**config.mk**
```make
export PLATFORM = sky130hd
export DESIGN_NAME = scytale_decryption
export DESIGN_NICKNAME = d
export VERILOG_FILES = /design/src/rtl/scytale_decryption.sv
export SDC_FILE = /design/constraint.sdc
export NUM_CORES = 1
export LEC_CHECK = 0
export ABC_AREA = 1
export CAP_MARGIN = 20
export CELL_PAD_IN_SITES_DETAIL_PLACEMENT = 0
export CELL_PAD_IN_SITES_GLOBAL_PLACEMENT = 1
export CORE_MARGIN = 8
export CORE_UTILIZATION = 50
export DETAILED_ROUTE_END_ITERATION = 10
export PLACE_DENSITY_LB_ADDON = 0.1
export REMOVE_ABC_BUFFERS = 1
export SETUP_SLACK_MARGIN = 0.5
export SYNTH_ARGS = -nofsm -noshare
export SYNTH_HDL_FRONTEND = slang
export SYNTH_SLANG_ARGS = --single-unit
```
**constraint.sdc**
```tcl
create_clock -name clk -period 4.6 [get_ports clk]
set_input_delay 0.92 -clock clk [delete_from_list [all_inputs] [get_ports clk]]
set_output_delay 0.92 -clock clk [all_outputs]
set_load 0.01 [all_outputs]
```
**src/rtl/scytale_decryption.sv**
```systemverilog
// Scytale cipher decryption engine.
// Buffers ciphertext characters until the start token arrives, validates the
// latched key against the message length, then emits the plaintext one
// character per cycle by striding through the buffer in steps of key_M.
module scytale_decryption #(
    parameter int                   D_WIDTH                = 8,
    parameter int                   KEY_WIDTH              = 8,
    parameter int                   MAX_NOF_CHARS          = 50,
    parameter logic [D_WIDTH-1:0]   START_DECRYPTION_TOKEN = 8'hFA
) (
    input  logic                    clk,
    input  logic                    rst_n,     // active-high asynchronous reset
    input  logic [D_WIDTH-1:0]      data_i,
    input  logic                    valid_i,
    input  logic [KEY_WIDTH-1:0]    key_N,
    input  logic [KEY_WIDTH-1:0]    key_M,
    output logic [D_WIDTH-1:0]      data_o,
    output logic                    valid_o,
    output logic                    busy,
    output logic                    error
);

    localparam int CW = $clog2(MAX_NOF_CHARS + 1);  // count width (0..MAX)
    localparam int AW = $clog2(MAX_NOF_CHARS);      // buffer address width
    localparam int LW = 2 * KEY_WIDTH;              // full product width

    typedef enum logic {
        COLLECT = 1'b0,
        DECRYPT = 1'b1
    } state_t;

    state_t               r_state;
    logic [D_WIDTH-1:0]   r_buf [MAX_NOF_CHARS];
    logic [CW-1:0]        r_count;
    logic                 r_ovf;
    logic [LW-1:0]        r_len;
    logic [KEY_WIDTH-1:0] r_key_m;
    logic [LW-1:0]        r_ptr;
    logic [LW-1:0]        r_out_cnt;
    logic [D_WIDTH-1:0]   r_data_o;
    logic                 r_valid_o;
    logic                 r_busy;
    logic                 r_error;

    logic                 w_is_token;
    logic                 w_has_room;
    logic                 w_store;
    logic [LW-1:0]        w_len;
    logic                 w_reject;
    logic [LW-1:0]        w_ptr_step;
    logic [LW-1:0]        w_ptr_next;

    assign w_is_token = (data_i == START_DECRYPTION_TOKEN);
    assign w_has_room = (r_count < CW'(MAX_NOF_CHARS));
    assign w_store    = (r_state == COLLECT) && valid_i && !w_is_token && w_has_room;

    // Message length from the live key; only used in the token cycle.
    assign w_len      = LW'(key_N) * LW'(key_M);
    assign w_reject   = r_ovf || (key_N == '0) || (key_M == '0) || (w_len != LW'(r_count));

    // Column stride; stepping past the end wraps to the start of the next column.
    assign w_ptr_step = r_ptr + LW'(r_key_m);
    assign w_ptr_next = (w_ptr_step >= r_len) ? (w_ptr_step - r_len + LW'(1)) : w_ptr_step;

    // Character buffer: no reset, only the count is cleared between messages.
    always_ff @(posedge clk) begin
        if (w_store) begin
            r_buf[r_count[AW-1:0]] <= data_i;
        end
    end

    // Control FSM with registered outputs.
    always_ff @(posedge clk or posedge rst_n) begin
        if (rst_n) begin
            r_state   <= COLLECT;
            r_count   <= '0;
            r_ovf     <= 1'b0;
            r_len     <= '0;
            r_key_m   <= '0;
            r_ptr     <= '0;
            r_out_cnt <= '0;
            r_data_o  <= '0;
            r_valid_o <= 1'b0;
            r_busy    <= 1'b0;
            r_error   <= 1'b0;
        end else begin
            r_error   <= 1'b0;
            r_valid_o <= 1'b0;
            r_data_o  <= '0;
            case (r_state)
                COLLECT: begin
                    if (valid_i) begin
                        if (!w_is_token) begin
                            if (w_has_room) r_count <= r_count + CW'(1);
                            else            r_ovf   <= 1'b1;
                        end else if (r_count != '0) begin
                            if (w_reject) begin
                                r_error <= 1'b1;
                                r_count <= '0;
                                r_ovf   <= 1'b0;
                            end else begin
                                // Setup cycle: keys latched, output starts next cycle.
                                r_state   <= DECRYPT;
                                r_busy    <= 1'b1;
                                r_len     <= w_len;
                                r_key_m   <= key_M;
                                r_ptr     <= '0;
                                r_out_cnt <= '0;
                            end
                        end
                    end
                end
                DECRYPT: begin
                    if (r_out_cnt < r_len) begin
                        r_data_o  <= r_buf[r_ptr[AW-1:0]];
                        r_valid_o <= 1'b1;
                        r_out_cnt <= r_out_cnt + LW'(1);
                        r_ptr     <= w_ptr_next;
                    end else begin
                        r_state   <= COLLECT;
                        r_busy    <= 1'b0;
                        r_count   <= '0;
                        r_out_cnt <= '0;
                        r_ptr     <= '0;
                        r_ovf     <= 1'b0;
                    end
                end
                default: r_state <= COLLECT;
            endcase
        end
    end

    assign data_o  = r_data_o;
    assign valid_o = r_valid_o;
    assign busy    = r_busy;
    assign error   = r_error;

endmodule

```
==> results of run 1 <==
## cell families (layout without fill, tap and decap cells)
kind of cell / count (synthesis) / in the layout / share of synthesized area (%)
AO/OA/AOI/OAI: 138 / 138 / 3.247
flip-flops: 475 / 475 / 57.39
AND/OR/NAND/NOR: 1353 / 1353 / 23.59
buffers and inverters: 366 / 476 / 5.966
XOR/XNOR: 34 / 34 / 1.230
adder cells (fa/ha/maj): 139 / 139 / 8.582
## stage by stage
stage	setup WS, ns	cell area, µm²	utilization, %	hold WS (ns)
floorplan	-3.912	23690	-	0.4361
global placement	-1.243	25470	53.35	0.4485
detailed placement	-1.293	25470	53.35	0.4523
CTS	-0.03494	27560	57.71	0.4736
global route	-0.1265	28100	58.85	0.4988
finish	0.04961	28100	58.85	0.4732
## power breakdown
part / leakage (nW) / internal (mW) / total [mW] / switching [mW]
Clock: 0.778 / 2.32 / 3.95 / 1.64
Sequential: 4.63 / 4.80 / 4.86 / 0.0625
Combinational: 6.44 / 0.722 / 1.87 / 1.15
## flip-flops by register name, summed over array words and instances, names as in the netlist
| register | cells |
|---|---|
| r_key_m | 8 |
| r_out_cnt | 16 |
| r_len | 16 |
| data_o | 8 |
| valid_o | 1 |
| r_ovf | 1 |
| r_buf | 400 |
| error | 1 |
| r_count | 6 |
| busy | 1 |
| r_state | 1 |
| r_ptr | 16 |
## how the worst min path moves through the flow
| stage | slack, ns | depth (start not counted) | endpoint |
|---|---|---|---|
| after global routing | 0.50 | 2 | busy |
| after floorplan | 0.44 | 2 | r_len[10] |
| after CTS | 0.47 | 2 | r_len[12] |
| after global placement | 0.45 | 2 | r_len[7] |
| final | 0.47 | 2 | busy |
| after detailed placement | 0.45 | 2 | r_len[8] |
## cells in the final DEF, fill, tap and decap left out, types with 4 or more instances in the layout
cell	instances
o21ai_2	15
fa_1	44
nand3_1	415
edfxtp_1	400
buf_2	12
xor2_1	17
dfrtp_1	73
inv_1	220
o211ai_1	9
xnor2_1	17
nor2_2	6
nand4_1	18
nand3_2	4
clkinv_2	8
o21ai_1	7
ha_1	88
o21ai_0	27
a31oi_1	7
clkbuf_1	13
a311oi_1	6
a21oi_1	51
nand2_2	57
clkbuf_16	54
nor2_1	116
nand2_1	667
clkbuf_8	6
buf_4	79
buf_6	13
buf_12	5
clkinv_1	8
clkdlybuf4s50_1	13
inv_2	25
nor3_1	11
ha_4	6
nand2_4	41
buf_8	4
bufinv_16	4
nor2_4	5
nand3b_1	7
## metal layers
metal,part of all wire (%),routed length (µm),track usage (%),up-vias
met5,0,0,0,-
met4,3.2,2030,7.366,0
met3,5.5,3487,3.544,112
met2,49,30940,38.19,494
met1,42,26910,28.95,8584
li1,-,-,-,8535
## what timing repair did
action                                 4_1_cts  5_1_grt
endpoints found under the hold margin        0        0
pin swaps                                   53       56
setup endpoints to repair                   66       66
gates cloned                                 3        7
setup buffers                                4        2
resized for setup                          184      123
## critical path: cells and delay by family
| family | cells | cell delay, ns |
|---|---|---|
| buf+inv | 8 | 0.63 |
| compound gates | 1 | 0.07 |
| fa+ha+maj | 5 | 2.32 |
| simple gates | 13 | 1.05 |
## cell type report
| type | count | share of cell area, % |
|---|---|---|
| sequential | 475 | 49.45 |
| multi-input combinational | 1664 | 34.11 |
| clock buffer | 69 | 4.921 |
| timing repair buffer | 137 | 4.658 |
| inverter | 248 | 3.344 |
| tap | 615 | 2.739 |
| clock inverter | 22 | 0.7704 |
==> metrics.md, run 1 <==
| Metric | Value |
|---|---|
| Outcome | `finished clean` |
| Most frequent cell after synthesis | `nand2_1` |
| IO buf count | `37` |
| LEAKAGE | `11.85 nW` |
| Filler cell count in the final layout | `4105` |
| Die Footprint | `55700 µm²` |
| Top cells by count, synth | `763 x nand2_1, 420 x nand3_1, 400 x edfxtp_1` |
| Global route overflow | `0` |
| R2R setup slack | `0.44 ns` |
| Hold Fails Final Rpt | `0` |
| Worst path max stage delay | `0.54 ns` |
| Initial Utilization | `50.69%` |
| Final Slew Violations | `0` |
| Top FF cell, synth | `edfxtp_1` |
| Largest cells by area after synthesis | `edfxtp_1 50%, nand2_1 12%, nand3_1 8.7%` |
| Reg clk slew, reported paths | `approximately 0.060 ns` |
| Total power | `between 10 and 15 mW` |
| Worst slew margin | `30.22%` |
| WL per Instance | `19.62 µm` |
| CORE AREA | `~48000 µm²` |
| CP startpoint kind | `primary input` |
| Power density cells | `380.1 nW/µm²` |
| Post-CTS Hold Buffers | `0` |
| Synth top area share | `around half` |
| Via Count | `17730` |
| Worst Setup EP | `r_ptr[1]` |
| Largest area contributor in the synthesized netlist | `edfxtp_1` |
| RSZ-0062 raised after global routing | `yes` |
| GRT Resource Usage Total | `22.37%` |
| Die W | `236.0 µm` |
| R2r startpoint | `r_ptr[0]` |
| EDFF count, synth | `400` |
| Synth unique cells | `37` |
| Seq cells post-synth | `475` |
| Worst Setup SP | `key_M[2]` |
| Worst hold path startpoint | `busy` |
| Share of cells above drive strength 1 | `14.00%` |
| Final RePlAce weighted congestion | `0.8556` |
| Peak supply drop | `262.1 µV` |
| R2R cell count | `21` |
| First-pass GRT wire length | `98350 µm` |
| Layout area overhead | `16.10%` |
| Peak Freq | `219.8 MHz` |
| Reg-to-Reg End | `r_ptr[11]` |
| Asr flop ratio synth | `15.79%` |
| Critical path's slowest cell | `fa_1` |
| Iter 0 DRT Violations | `1375` |
| Area taken by multi-input logic gates | `between 9000 and 10000 µm²` |
| Sequential area share after synthesis | `57.39%` |
| Critical path data arrival time | `5.02 ns` |
| Sequential cell area | `roughly 14000 µm²` |
| WP data required | `around 5.1 ns` |
| Final non-filler cell total | `3230` |
| Io pins | `38` |
| Row Count | `80` |
| Crit share post-route | `between 90% and 100%` |
| Final Net Count | `between 2000 and 3000` |
| Setup crit end kind | `flop` |
| Synth warn | `0` |
| Clock Skews | `0.02086 ns` |
| DRT Wirelength | `between 60000 and 70000 µm` |
| Actual slew at the worst max-slew pin | `1.046 ns` |
| Antenna cells | `0` |
| CP max FO | `8` |
| Vias per inst | `5.488` |
| Largest net degree at the start of global routing | `203` |
| Final setup viols | `0` |
| CTS Buf Count | `49` |
| Worst Hold Class | `reg2reg` |
| TritonCTS clock tree | `done` |
| Post-Place Cells | `around 3100` |
| DR pass1 iterations | `5` |
| Initial antenna violation count | `0` |
| Setup TNS | `0 ns` |
| Clock Latency Late Sink | `0.59 ns` |
| Gate count after technology mapping | `2505` |
| ANT nets after route | `0` |
| Maxcap violations | `0` |
| Cell Area, Synth | `24200 µm²` |
| Syn avg cell area | `9.661 µm²` |
| DRC violations left | `0` |
| Kind of critical path | `in2reg` |
| CTS sink count | `475` |
| Detailed Place HPWL | `just over 40000 µm` |
| Number of global-route vias before repair | `roughly 17000` |
| Period minus WS final | `4.550 ns` |
| Root buf cell | `clkbuf_16` |
| CTS Buffer Depth | `3` |
| Die H | `236.0 µm` |
| H-tree depth | `2` |
(Power assumes the default switching activity.)
==> run 2: changes to the inputs <==
Settings changed: SLEW_MARGIN set to 25.
==> results of run 2 <==
The final DEF is identical to that of run 1; final timing and power are the same.
